<file path="src/rtl/fetch_stall_responder_pkg.sv">
// Shared pipeline definitions for the fetch stage.
// Holds reset/bubble constants, fetch-state encodings and the word-alignment helper.
package fetch_stall_responder_pkg;

   localparam logic [31:0] RESET_PC_DEF      = 32'h0000_3000;
   localparam logic [31:0] NOP_INSTR_DEF     = 32'h0000_0000;
   localparam int          STALL_TIMEOUT_DEF = 8;
   localparam int          CNT_W_DEF         = 16;

   typedef enum logic [1:0] {
      FS_RUN     = 2'd0,
      FS_STALL   = 2'd1,
      FS_FLUSH   = 2'd2,
      FS_ILLEGAL = 2'd3
   } fetch_state_e;

   // Instruction fetches are word aligned, so the low two address bits are dropped.
   function automatic logic [31:0] align_word(input logic [31:0] addr);
      return {addr[31:2], 2'b00};
   endfunction

endpackage

</file>
<file path="src/rtl/fetch_stall_responder_sat_counter.sv">
// Saturating event counter: increments on inc_i and sticks at all-ones.
module fetch_stall_responder_sat_counter
   import fetch_stall_responder_pkg::*;
#(
   parameter int CNT_W = CNT_W_DEF
) (
   input  logic             clk,
   input  logic             rst,
   input  logic             inc_i,
   output logic [CNT_W-1:0] count_o
);

   logic [CNT_W-1:0] count_q;
   logic [CNT_W-1:0] count_d;

   always_comb begin
      count_d = count_q;
      if (inc_i && (count_q != {CNT_W{1'b1}})) begin
         count_d = count_q + CNT_W'(1);
      end else begin
         count_d = count_q;
      end
   end

   always_ff @(posedge clk or posedge rst) begin
      if (rst) begin
         count_q <= {CNT_W{1'b0}};
      end else begin
         count_q <= count_d;
      end
   end

   assign count_o = count_q;

endmodule

</file>
<file path="src/rtl/fetch_stall_responder.sv">
// Fetch-stage owner of the PC and IF/ID register; turns stall and redirect
// requests into held PCs, NOP bubbles and target loads.
module fetch_stall_responder
   import fetch_stall_responder_pkg::*;
#(
   parameter logic [31:0] RESET_PC      = RESET_PC_DEF,
   parameter logic [31:0] NOP_INSTR     = NOP_INSTR_DEF,
   parameter int          STALL_TIMEOUT = STALL_TIMEOUT_DEF,
   parameter int          CNT_W         = CNT_W_DEF
) (
   input  logic             clk,
   input  logic             rst,
   input  logic             stall_in_i,
   input  logic             redirect_valid_i,
   input  logic [31:0]      redirect_pc_i,
   output logic [31:0]      imem_addr_o,
   input  logic [31:0]      imem_rdata_i,
   output logic [31:0]      ifid_instr_o,
   output logic [31:0]      ifid_pc4_o,
   output logic             ifid_valid_o,
   output logic [1:0]       fetch_state_o,
   output logic             stall_timeout_o,
   output logic [CNT_W-1:0] bubble_cnt_o,
   output logic [CNT_W-1:0] flush_cnt_o
);

   localparam int             RUN_W     = $clog2(STALL_TIMEOUT + 1);
   localparam logic [RUN_W-1:0] RUN_LIMIT = RUN_W'(STALL_TIMEOUT);

   logic [31:0]      pc_q,         pc_d;
   logic [31:0]      ifid_instr_q, ifid_instr_d;
   logic [31:0]      ifid_pc4_q,   ifid_pc4_d;
   logic             ifid_valid_q, ifid_valid_d;
   fetch_state_e     state_q,      state_d;
   logic [RUN_W-1:0] run_q,        run_d;
   logic             timeout_q,    timeout_d;
   logic             bubble_inc_s;
   logic             flush_inc_s;

   // Redirect beats stall beats normal fetch; every branch sets the state,
   // so the unused encoding falls back into the table on the next edge.
   always_comb begin
      pc_d         = pc_q;
      ifid_instr_d = ifid_instr_q;
      ifid_pc4_d   = ifid_pc4_q;
      ifid_valid_d = ifid_valid_q;
      state_d      = state_q;
      run_d        = run_q;
      bubble_inc_s = 1'b0;
      flush_inc_s  = 1'b0;
      if (redirect_valid_i) begin
         pc_d         = align_word(redirect_pc_i);
         ifid_instr_d = NOP_INSTR;
         ifid_pc4_d   = 32'h0000_0000;
         ifid_valid_d = 1'b0;
         state_d      = FS_FLUSH;
         flush_inc_s  = 1'b1;
         run_d        = {RUN_W{1'b0}};
      end else if (stall_in_i) begin
         ifid_instr_d = NOP_INSTR;
         ifid_pc4_d   = 32'h0000_0000;
         ifid_valid_d = 1'b0;
         state_d      = FS_STALL;
         bubble_inc_s = 1'b1;
         if (run_q != RUN_LIMIT) begin
            run_d = run_q + RUN_W'(1);
         end else begin
            run_d = run_q;
         end
      end else begin
         pc_d         = pc_q + 32'd4;
         ifid_instr_d = imem_rdata_i;
         ifid_pc4_d   = pc_q + 32'd4;
         ifid_valid_d = 1'b1;
         state_d      = FS_RUN;
         run_d        = {RUN_W{1'b0}};
      end
      timeout_d = timeout_q | (run_d == RUN_LIMIT);
   end

   always_ff @(posedge clk or posedge rst) begin
      if (rst) begin
         pc_q         <= RESET_PC;
         ifid_instr_q <= NOP_INSTR;
         ifid_pc4_q   <= 32'h0000_0000;
         ifid_valid_q <= 1'b0;
         state_q      <= FS_RUN;
         run_q        <= {RUN_W{1'b0}};
         timeout_q    <= 1'b0;
      end else begin
         pc_q         <= pc_d;
         ifid_instr_q <= ifid_instr_d;
         ifid_pc4_q   <= ifid_pc4_d;
         ifid_valid_q <= ifid_valid_d;
         state_q      <= state_d;
         run_q        <= run_d;
         timeout_q    <= timeout_d;
      end
   end

   fetch_stall_responder_sat_counter #(.CNT_W(CNT_W)) u_bubble_cnt (
      .clk     (clk),
      .rst     (rst),
      .inc_i   (bubble_inc_s),
      .count_o (bubble_cnt_o)
   );

   fetch_stall_responder_sat_counter #(.CNT_W(CNT_W)) u_flush_cnt (
      .clk     (clk),
      .rst     (rst),
      .inc_i   (flush_inc_s),
      .count_o (flush_cnt_o)
   );

   assign imem_addr_o     = pc_q;
   assign ifid_instr_o    = ifid_instr_q;
   assign ifid_pc4_o      = ifid_pc4_q;
   assign ifid_valid_o    = ifid_valid_q;
   assign fetch_state_o   = state_q;
   assign stall_timeout_o = timeout_q;

endmodule
</file>
<file path="config.mk">
export PLATFORM = sky130hd
export DESIGN_NAME = fetch_stall_responder
export DESIGN_NICKNAME = d
export VERILOG_FILES = /design/src/rtl/fetch_stall_responder_pkg.sv /design/src/rtl/fetch_stall_responder_sat_counter.sv /design/src/rtl/fetch_stall_responder.sv
export SDC_FILE = /design/constraint.sdc
export NUM_CORES = 1
export LEC_CHECK = 0
export CORE_MARGIN = 4
export CORE_UTILIZATION = 45
export CTS_CLUSTER_DIAMETER = 150
export DETAILED_ROUTE_END_ITERATION = 7
export PLACE_DENSITY_LB_ADDON = 0.25
export SLEW_MARGIN = 20
export SYNTH_ARGS = -nofsm -noshare
export SYNTH_HDL_FRONTEND = slang
export SYNTH_SLANG_ARGS = --single-unit
</file>
<file path="constraint.sdc">
create_clock -name clk -period 5.65 [get_ports clk]
set_input_delay 0.8475 -clock clk [delete_from_list [all_inputs] [get_ports clk]]
set_output_delay 0.8475 -clock clk [all_outputs]
set_load 0.05 [all_outputs]
</file>
# [Yosys cells after proc, flatten, opt, wreduce, memory -nomap -nowiden]
# Index checks and enable logic that the tools add are counted.
[classes] add_sub_neg=4 eq_ne=5 mux=16 n_bitwise=1 n_reduce_logical=2
[op_table] op="32-bit two-way mux" n=6
[op_table] op="16-bit by 1-bit adder with 16-bit output, second input constant" n=2
[op_table] op="32-bit by 3-bit adder with 32-bit output, second input constant" n=1
[op_table] op="16-bit inequality test, second input constant" n=2
[op_table] op="4-bit two-way mux" n=3
[op_table] op="1-bit two-way mux" n=6
[op_table] op="4-bit by 1-bit adder with 4-bit output, second input constant" n=1
[op_table] op="4-bit == test, second input constant" n=1
[op_table] op="4-bit inequality test, second input constant" n=1
[op_table] op="1-bit logical AND" n=2
[op_table] op="2-bit two-way mux" n=1
[op_table] op="2-bit by 1-bit inequality test with 1-bit output, second input constant" n=1
[op_table] op="1-bit bitwise OR" n=1
[totals] reg_bits=136 output_inout_bits=132

# [Longest topological paths before layout]
# Gate-level depths: netlist (run 1).
[depth] ltp_word=6 mapped_depth=8 mapped_depth_nobuf=6

# [By module]
# Synthesis (run 1) repeated with hierarchy kept, for this count alone.
[hier_totals] cells_unflattened=573 area_unflattened_um2=6108.4
[modules_own_cells] mod="fetch_stall_responder" instances=1 cells_each=431 area_each_um2=4496.8
[modules_own_cells] mod="fetch_stall_responder_sat_counter" instances=2 cells_each=71 area_each_um2=805.8

# [Worst setup path after synthesis (run 1)]
# OpenSTA, ideal clock, no wires.
[synth_path] kind="register to register" from="reg pc_q[2] (netlist: imem_addr_o[2])" to="reg pc_q[26] (netlist: imem_addr_o[26])" setup_time_ns=0.082 arrival_time_ns=2.390 t_required_ns=5.568 slack_ns=3.178 stages_incl_launch_ff=7 path_buffers=1 period_less_slack_ns=2.472 cell_sequence="dfrtp_1 > ha_1 > nand4_4 > or4_1 > buf_2 > or4_1 > a31oi_1"
[synth_via] elab_chain_cells=3
[synth_rtl] item="from (decl)" line="fetch_stall_responder.sv:30" rtl="logic [31:0] pc_q, pc_d;"
[synth_rtl] item="from (signal assigned)" line="fetch_stall_responder.sv:91" rtl="pc_q <= pc_d;"
[synth_rtl] item="32-bit by 3-bit adder with 32-bit output" line="fetch_stall_responder.sv:71" rtl="pc_d = pc_q + 32'd4;"
[synth_rtl] item="32-bit two-way mux" line="fetch_stall_responder.sv:59" rtl="end else if (stall_in_i) begin"
[synth_rtl] item="32-bit two-way mux" line="fetch_stall_responder.sv:51" rtl="if (redirect_valid_i) begin"
# No other way between the ends. The select of a mux whose other input is x is not followed.
# A chain may end at the register's enable or synchronous reset.

# [Worst setup path after layout (run 1)]
[layout_path] from="in stall_in_i" to="reg ifid_instr_q[29] (netlist: ifid_instr_o[29])"
[layout_via] elab_chain_cells=2
[layout_rtl] item="from (decl)" line="fetch_stall_responder.sv:13" rtl="input logic stall_in_i,"
[layout_rtl] item="32-bit two-way mux" line="fetch_stall_responder.sv:59"
[layout_rtl] item="32-bit two-way mux" line="fetch_stall_responder.sv:51"
[layout_rtl] item="named net ifid_instr_d[29]" line="fetch_stall_responder.sv:31" rtl="logic [31:0] ifid_instr_q, ifid_instr_d;"
[layout_rtl] item="to (signal assigned)" line="fetch_stall_responder.sv:92" rtl="ifid_instr_q <= ifid_instr_d;"
[layout_rtl] item="to (decl)" line="fetch_stall_responder.sv:31"
# The timed path passes the listed nets, and every way through them passes these cells.

==> results_dict.tcl, run 1 <==
set metrics [dict create \
    outcome "finished, final reports clean" \
    min_path_type "reg -> reg" \
    hold_viol 0 \
    drive_above_1_share_pct 6.623 \
    grt_max_degree 87 \
    crit_path_start_kind "input pin" \
    skew_ps 10.02 \
    maxCapViolCount 0 \
    synth_seq_cells 133 \
    final_nets 833 \
    drt-wirelength-per-cell_um 17.63 \
    std_cell_rows 42 \
    cts-root-buf "clkbuf_16" \
    worst_slack_ps 2931 \
    cts_resized 0 \
    multi_input_area_um2 2569 \
    clkSinkCount 133 \
    leakage_uw 0.003491 \
    area_growth_pct 41.11 \
    htree_levels 4 \
    clock_path_buffers 2 \
    clk_pin_slew_ps 50 \
    finalCritPeriodShare_pct 48.12 \
    vias 5217 \
    cts_hold_buf 0 \
    syn_area_um2 6123 \
    powerDensity_nw_per_um2 335.6 \
    portBuffers 195 \
    cts_tree "yes" \
    cts_setup_buffers 0 \
    ff_latch_area_um2 3331 \
    power_uw 2900 \
    synth_warnings 0 \
    grt_pass1_vias 5398 \
    hpwlAfterDp_um 11770 \
    grt_pass1_wl_um 27640 \
    antenna_found_initial 0 \
    critical_path_arrival_ps 3020 \
    start_util_pct 46.06 \
    vias_per_cell 5.515 \
    ys_seq_area_share_pct 54.39 \
    critPathMaxStageDelay_ps 590 \
    grt.total_usage_pct 22.07 \
    syn_area_per_cell_um2 10.59 \
    synthArstFlopShare_pct 100.0 \
    layout_min_cycle_time_ps 2719 \
    netlist_instances 578 \
    preCtsSetupSlack_ps 2444 \
    route.detailed.drc 0 \
    critical-path-top-delay-family "buffers and inverters" \
    grt_overflow 0 \
    finalSetupViolCount 0 \
    cts_buffers 17 \
    ys_types 53 \
    drv_slew 0 \
    rsz0062_at_grt "false" \
    max_freq_mhz 367.8 \
    initialDrtViolationCount 389 \
    nFillCells 1046 \
    antenna_left 0 \
    synth_ff_type "dfrtp_1" \
    max_slew_margin_pct 48.90 \
    crit_type "in -> reg" \
    cpMaxStageDelayCell "or2_2" \
    worstPathRequired_ps 5950 \
    crit_buf_inv 3 \
    dr.pass1.iters 6 \
    ios 200 \
    vdd_drop_max_mv 0.1982 \
    die_x_um 124.7 \
    core_um2 13300 \
    diodes 0 \
    clkLatencyLatePin_ps 420 \
    setup_tns_ps 0 \
    cp-end-kind "register" \
    synth_edf_count 0 \
    worstMarginPinSlew_ps 766.6 \
    path_max_fanout 34 \
    final_area_um2 8641 \
    drt-total-wl_um 16680 \
    dieArea_um2 15540 \
    crit_path_cell_trace "clkdlybuf4s50_1 > buf_4 > or2_2 > inv_1 > and2_1" \
    placed_area_um2 8132 \
    fp.dieH_um 124.7 \
    gp_congestion 0.8239 \
]
cells in the mapped netlist (3+ instances only):
cell type | instances | share of area [%]
buf_2 | 8 | 0.65
nor4_1 | 9 | 0.92
ha_1 | 5 | 1.0
nand4_1 | 23 | 2.3
nor2b_1 | 3 | 0.31
nor3_1 | 11 | 0.90
o311ai_0 | 5 | 0.72
xnor2_1 | 34 | 4.9
clkbuf_1 | 18 | 1.1
xor2_1 | 16 | 2.3
o2111ai_1 | 3 | 0.43
o21ai_0 | 31 | 2.5
or2_2 | 6 | 0.61
a21oi_1 | 20 | 1.6
mux2_2 | 4 | 0.74
nand2_1 | 34 | 2.1
nor2_1 | 31 | 1.9
or4_1 | 17 | 2.1
a31oi_1 | 11 | 1.1
and2_1 | 35 | 3.6
buf_4 | 5 | 0.61
o31ai_1 | 17 | 2.1
and3_1 | 9 | 0.92
nand3_1 | 26 | 2.1
o21a_1 | 3 | 0.37
and4_1 | 8 | 1.1
nand3b_1 | 3 | 0.37
dfrtp_1 | 131 | 54
inv_1 | 10 | 0.61
or3_1 | 9 | 0.92
layer usage:
layer,share of wire [%],track usage [%],vias up
met5,0,0,-
met4,2.4,8.511,0
met3,12,11.32,32
met2,47,35.46,248
met1,39,25.08,2499
li1,-,-,2438
layout make-up:
class,count,share of cell area (%)
flip-flops and latches,133,38.55
multi-input cells,400,29.73
repair buffers,198,22.79
clock buffers,24,5.575
well taps,176,2.549
inverters,10,0.4923
clock inverters,5,0.3186
layout by cell type, fill, tap and decap left out, types with 4 or more instances in the layout:
cell type        instances
mux2_2                   4
a31oi_1                 11
or4_1                   17
or2_2                    6
o311ai_0                 5
nand4_1                 23
nor2_1                  31
dfrtp_1                131
xor2_1                  16
nand2_1                 34
ha_1                     5
and2_1                  35
o21ai_0                 31
inv_1                    9
or3_1                    9
clkbuf_16               17
nor4_1                   9
clkbuf_1                 4
and3_1                   9
a21oi_1                 20
clkinv_2                 4
clkdlybuf4s50_1        194
nand3_1                 26
nor3_1                  11
o31ai_1                 17
xnor2_1                 34
and4_1                   8
stage by stage:
step / util [%] / cells / hold slack, ps
global route: 64.99 / 946 / 509.5
detailed placement: 61.16 / 917 / 444.0
finish: 64.99 / 946 / 451.7
floorplan: - / 580 / 541.9
CTS: 64.99 / 946 / 456.4
global placement: 61.16 / 917 / 443.0
flip-flops by register name, indices dropped and copies added (netlist names):
name	count
u_bubble_cnt.count_o	16
ifid_instr_o	32
stall_timeout_o	1
run_q	4
ifid_pc4_o	31
fetch_state_o	2
ifid_valid_o	1
u_flush_cnt.count_o	16
imem_addr_o	30
power breakdown:
part           internal [µW]  switching, µW
clock                    584            383
combinational            275            492
sequential              1040            123
total                   1900            997
cell families after synthesis:
logic type,share of synthesized area [%]
and+or+nand+nor,22.84
DFF,54.39
AOI/OAI and AO/OA,9.849
xor gates and xnor gates,7.152
buffers and inverters,3.780
adders and majority gates,1.022
muxes,0.8990
other,0.06124
path summary, 6_finish.rpt:
check,start,to,slack [ps],cells past startpoint
max reg2reg,imem_addr_o[2]$_DFFE_PP0N_,ifid_pc4_o[28]$_DFF_PP0_,3200,5
min,stall_timeout_o$_DFF_PP0_,stall_timeout_o$_DFF_PP0_,450,1
max,stall_in_i,ifid_instr_o[29]$_DFF_PP0_,2930,5
max in group asynchronous,rst,u_flush_cnt.count_o[15]$_DFFE_PP0P_,3590,3
min in group asynchronous,rst,ifid_instr_o[5]$_DFF_PP0_,960,2
min reg2reg,stall_timeout_o$_DFF_PP0_,stall_timeout_o$_DFF_PP0_,450,1
(Power assumes the default switching activity.)
==> run 2, diff against run 1 <==
==> constraint.sdc (replaced) <==
create_clock -name clk -period 2.8 [get_ports clk]
set_input_delay 0.42 -clock clk [delete_from_list [all_inputs] [get_ports clk]]
set_output_delay 0.42 -clock clk [all_outputs]
set_load 0.05 [all_outputs]
==> results_dict.tcl, run 2 (synthesis results as in run 1) <==
set metrics [dict create \
    antenna_left 0 \
    initialDrtViolationCount 314 \
    clk_pin_slew_ps 60 \
    max_slew_margin_pct 52.83 \
    most-common-layout-cells "194 x clkdlybuf4s50_1, 131 x dfrtp_1, 35 x and2_1, 34 x nand2_1, 34 x xnor2_1" \
    route.detailed.drc 0 \
    grt_max_degree 54 \
    drt-total-wl_um 16730 \
    hold_ws_ps 249.0 \
    ios 200 \
    htree_levels 4 \
    p_int_uw 3990 \
    die_x_um 124.7 \
    finalCritPeriodShare_pct 88.15 \
    switchingPower_uw 2033 \
    leakage_uw 0.003554 \
    diodes 0 \
    dr.pass1.iters 6 \
    cts_hold_buf 0 \
    p_clk_share_pct 35.2 \
    ff_latch_area_um2 3331 \
    worstPathRequired_ps 3130 \
    drt-wirelength-per-cell_um 17.50 \
    dieArea_um2 15540 \
    hold_viol 0 \
    start_util_pct 46.06 \
    final_common_cell "clkdlybuf4s50_1" \
    std_cell_rows 42 \
    maxCapViolCount 0 \
    crit_path_cell_trace "ha_1 > and4_2 > nand4_1 > or4_1 > a21oi_1" \
    drv_slew 0 \
    powerDensity_nw_per_um2 686.9 \
    critical_path_arrival_ps 2800 \
    setup_tns_ps 0 \
    fp.dieH_um 124.7 \
    switching_share_pct 33.76 \
    multi_input_area_um2 2569 \
    vias_per_cell 5.473 \
    worstMarginPinSlew_ps 706.8 \
    cp-end-kind "register" \
    seq_power_share_pct 39.1 \
    crit_path_start_kind "register" \
    layout_min_cycle_time_ps 2468 \
    hpwlAfterDp_um 12010 \
    final_nets 840 \
    cts-root-buf "clkbuf_16" \
    core_um2 13300 \
    portBuffers 195 \
    path_max_fanout 12 \
    clkLatencyLatePin_ps 410 \
    grt_pass1_wl_um 27420 \
    power_frac_comb_pct 25.7 \
    outcome "finished, final reports clean" \
    crit_type "reg -> reg" \
    grt.total_usage_pct 21.78 \
    cts_resized 0 \
    gp_congestion 0.8398 \
    critPathMaxStageDelay_ps 650 \
    nFillCells 1058 \
    cts_setup_buffers 0 \
    clock_path_buffers 2 \
    min_path_type "in -> reg" \
    grt_pass1_vias 5187 \
    cts_tree "yes" \
    rsz0062_at_grt "false" \
    largest_reg_flops 32 \
    cts_buffers 17 \
    skew_ps 6.694 \
    antenna_found_initial 1 \
    hold_depth 1 \
    drive_above_1_share_pct 7.821 \
    reg2regPathDepth 5 \
    vias 5232 \
    vdd_drop_max_mv 0.4165 \
    clkSinkCount 133 \
    cpMaxStageDelayCell "or4_1" \
    grt_overflow 0 \
    area_growth_pct 43.20 \
    max_freq_mhz 405.2 \
    finalSetupViolCount 0 \
]
run 2: cell type report:
cell class,instances,area share (%)
flip-flops and latches,133,37.99
multi-input cells,400,29.30
clock buffers,22,5.180
inverters,10,0.4709
well taps,176,2.511
clock inverters,10,1.213
repair buffers,205,23.34
run 2: path summary, 6_finish.rpt:
kind / from / slack, ps / endpoint
setup / recovery: imem_addr_o[2]$_DFFE_PP0N_ / 330 / ifid_pc4_o[26]$_DFF_PP0_
hold / removal: redirect_valid_i / 250 / fetch_state_o[1]$_DFF_PP0_
setup reg to reg: imem_addr_o[2]$_DFFE_PP0N_ / 330 / ifid_pc4_o[26]$_DFF_PP0_
hold reg to reg: stall_timeout_o$_DFF_PP0_ / 490 / stall_timeout_o$_DFF_PP0_
max in group asynchronous: rst / 1650 / imem_addr_o[13]$_DFFE_PP1N_
min in group asynchronous: rst / 440 / ifid_instr_o[31]$_DFF_PP0_
run 2: critical path, delay by kind of cell, from the launching register on:
family	cells	cell delay [ps]
and+or+nand+nor	3	1370
DFF	1	500
adders and majority gates	1	340
AOI/OAI and AO/OA	1	180
run 2: power groups by stage:
stage               clock network, µW  registers, µW  logic, µW
floorplan                           0           2940        386
global placement                    0           2370       1550
detailed placement                  0           2380       1560
CTS                              2150           2350       1570
global route                     2250           2390       1640
finish                           2120           2350       1550
run 2: routing by layer:
| layer | GRT usage, % | wire [µm] |
|---|---|---|
| met1 | 26.33 | 6680 |
| met2 | 34.83 | 7958 |
| met3 | 10.59 | 1856 |
| met4 | 5.932 | 229 |
| met5 | 0 | 8 |
run 2: per-stage QoR:
step	cell area, µm²	cells	worst slack [ps]	utilization, %	power (µW)
4_1_cts	8768	956	388.6	65.95	6072
3_5_place_dp	8208	924	291.1	61.74	3943
5_1_grt	8768	956	197.0	65.95	6281
2_1_floorplan	6135	580	328.0	-	3326
6_report	8768	956	331.8	65.95	6023
3_3_place_gp	8208	924	376.2	61.74	3913
==> run 3, diff against run 2 <==
--- a/config.mk
+++ b/config.mk
@@ -5,6 +5,7 @@
 export SDC_FILE = /design/constraint.sdc
 export NUM_CORES = 1
 export LEC_CHECK = 0
+export ABC_AREA = 1
 export CORE_MARGIN = 4
 export CORE_UTILIZATION = 45
 export CTS_CLUSTER_DIAMETER = 150
==> constraint.sdc (replaced) <==
create_clock -name clk -period 2.8 [get_ports clk]
set_input_delay 0.42 -clock clk [delete_from_list [all_inputs] [get_ports clk]]
set_output_delay 0.42 -clock clk [all_outputs]
set_load 0.01 [all_outputs]
==> results_dict.tcl, run 3 <==
set metrics [dict create \
    crit_buf_inv 1 \
    cts_tree "yes" \
    antenna_left 0 \
    leakage_uw 0.004490 \
    syn_area_um2 6461 \
    ios 200 \
    crit_type "reg -> out" \
    clkLatencyLatePin_ps 410 \
    cts-root-buf "clkbuf_16" \
    skew_ps 6.509 \
    synth_area_leaders "dfrtp_1 51%, nand2_1 17%, nor2_1 6.2%" \
    path_max_fanout 5 \
    most-common-layout-cells "299 x nand2_1, 194 x clkdlybuf4s50_1, 131 x dfrtp_1, 106 x nor2_1, 98 x inv_1" \
    worstMarginPinSlew_ps 767.7 \
    clock_path_buffers 2 \
    seq_power_share_pct 41.5 \
    vias_per_cell 4.792 \
    ys_types 34 \
    crit_path_cell_trace "clkdlybuf4s50_1" \
    grt_pass1_wl_um 28050 \
    worst_slack_ps 819.0 \
    area_growth_pct 42.47 \
    antenna_found_initial 0 \
    grt.total_usage_pct 21.67 \
    cts_hold_buf 0 \
    critical_path_arrival_ps 1560 \
    vias 5885 \
    synth_area_leader_cell "dfrtp_1" \
    powerDensity_nw_per_um2 589.8 \
    power_frac_comb_pct 17.1 \
    syn_area_per_cell_um2 7.747 \
    synth_common_cells "299 x nand2_1, 131 x dfrtp_1, 106 x nor2_1" \
    synth.most_common_cell "nand2_1" \
    critical-path-top-delay-family "buffers and inverters" \
    maxCapViolCount 0 \
    synth_ff_type "dfrtp_1" \
    placed_area_um2 8615 \
    layout_min_cycle_time_ps 1981 \
    rsz0062_at_grt "false" \
    dr.pass1.iters 4 \
    preCtsSetupSlack_ps 702.9 \
    vdd_drop_max_mv 0.3917 \
    path_depth 1 \
    gp_congestion 0.9014 \
    multi_input_area_um2 2614 \
    hold_viol 0 \
    initialDrtViolationCount 430 \
    final_area_um2 9205 \
    synth_seq_cells 133 \
    start_util_pct 46.19 \
    htree_levels 4 \
    drt-wirelength-per-cell_um 13.91 \
    drv_slew 0 \
    setup_tns_ps 0 \
    finalSetupViolCount 0 \
    clk_pin_slew_ps 60 \
    portBuffers 195 \
    critPathMaxStageDelay_ps 580 \
    max_slew_margin_pct 48.71 \
    worstPathRequired_ps 2380 \
    p_clk_share_pct 41.4 \
    finalCritPeriodShare_pct 70.75 \
    synthArstFlopShare_pct 100.0 \
    fp.dieH_um 127.8 \
    clkSinkCount 133 \
    dieArea_um2 16340 \
    grt_overflow 0 \
    core_um2 13990 \
    cts_buffers 17 \
    cts_setup_buffers 0 \
    switching_share_pct 26.39 \
    cpMaxStageDelayCell "clkdlybuf4s50_1" \
    netlist.area_leader.share_pct 50.74 \
    hpwlAfterDp_um 12540 \
    nFillCells 1196 \
    reg2regPathDepth 8 \
    hold_depth 1 \
    crit_path_start_kind "register" \
    final_nets 1109 \
    drive_above_1_share_pct 5.821 \
    outcome "finished, final reports clean" \
    max_freq_mhz 504.8 \
    switchingPower_uw 1433 \
    ff_latch_area_um2 3331 \
    largest_reg_flops 32 \
    std_cell_rows 43 \
    p_int_uw 3996 \
    die_x_um 127.8 \
    netlist_instances 834 \
    diodes 0 \
    route.detailed.drc 0 \
    final_common_cell "nand2_1" \
    synth_warnings 0 \
    grt_max_degree 51 \
    cp-end-kind "primary output" \
    grt_pass1_vias 5680 \
    drt-total-wl_um 17090 \
    synth_edf_count 0 \
    ys_seq_area_share_pct 51.55 \
    min_path_type "in -> reg" \
    cts_resized 0 \
]
-- run 3: cell types whose count changed after synthesis, moves of 17 or more --
cell / change
nand2_1: +265
inv_1: +89
nand3_1: +39
and2_1: -34
nor2_1: +75
o31ai_1: -17
xnor2_1: -22
or4_1: -17
-- run 3: routing by layer --
metal / track usage [%] / up-vias / routed length (µm)
li1: - / 2964 / -
met1: 27.43 / 2738 / 7331
met2: 34.72 / 159 / 8137
met3: 7.292 / 24 / 1277
met4: 7.865 / 0 / 341
met5: 0 / - / 0
-- run 3: final timing paths --
kind                                                   from                          end  slack [ps]
worst max-delay path            imem_addr_o[13]$_DFFE_PP1N_              imem_addr_o[13]         820
worst min-delay path                       redirect_valid_i   fetch_state_o[1]$_DFF_PP0_         190
worst max register to register   imem_addr_o[2]$_DFFE_PP0N_  imem_addr_o[26]$_DFFE_PP0N_         980
worst min register to register    stall_timeout_o$_DFF_PP0_    stall_timeout_o$_DFF_PP0_         480
max in group asynchronous                               rst  imem_addr_o[24]$_DFFE_PP0N_        1610
min in group asynchronous                               rst   fetch_state_o[1]$_DFF_PP0_         490
-- run 3: kinds of logic (layout without fill, tap and decap cells) --
group,count (synthesis),in the layout,share of synthesized area [%]
AND/OR/NAND/NOR,508,508,32.94
buffers and inverters,127,339,8.114
adder cells (fa/ha/maj),5,5,0.9682
AO/OA/AOI/OAI,39,39,3.524
other,1,3,0.05804
flip-flops,133,133,51.55
XOR/XNOR,21,21,2.847
-- run 3: final cells by class --
cell class / count / area share [%]
sequential: 133 / 36.18
multi-input combinational: 576 / 28.39
timing repair buffer: 203 / 22.21
clock buffer: 21 / 5.002
inverter: 105 / 4.350
tap: 180 / 2.447
clock inverter: 10 / 1.414
-- run 3: power groups by stage --
stage	sequential, µW	combinational (µW)	clock, µW
detailed placement	2280	941	0
finish	2250	930	2250
global placement	2280	929	0
CTS	2250	946	2290
global route	2280	1030	2370
floorplan	2320	380	0
-- run 3: worst register-to-register path: stages, from the launching register on --
cell and delay, ps:
dfrtp_1 440, ha_1 200, nand2_1 130, nor2_1 270, nand2_1 120, nor2_1 250, nand3_1 120, nand3_1 130
nand2_1 60
-- run 3: through the flow --
stage / utilization [%] / hold WS (ps) / std cells / power, µW
global route: 65.81 / 177.0 / 1228 / 5683
floorplan: - / 451.4 / 836 / 2701
CTS: 65.81 / 176.5 / 1228 / 5485
detailed placement: 61.58 / 461.2 / 1197 / 3221
global placement: 61.58 / 463.7 / 1197 / 3206
finish: 65.81 / 195.0 / 1228 / 5429
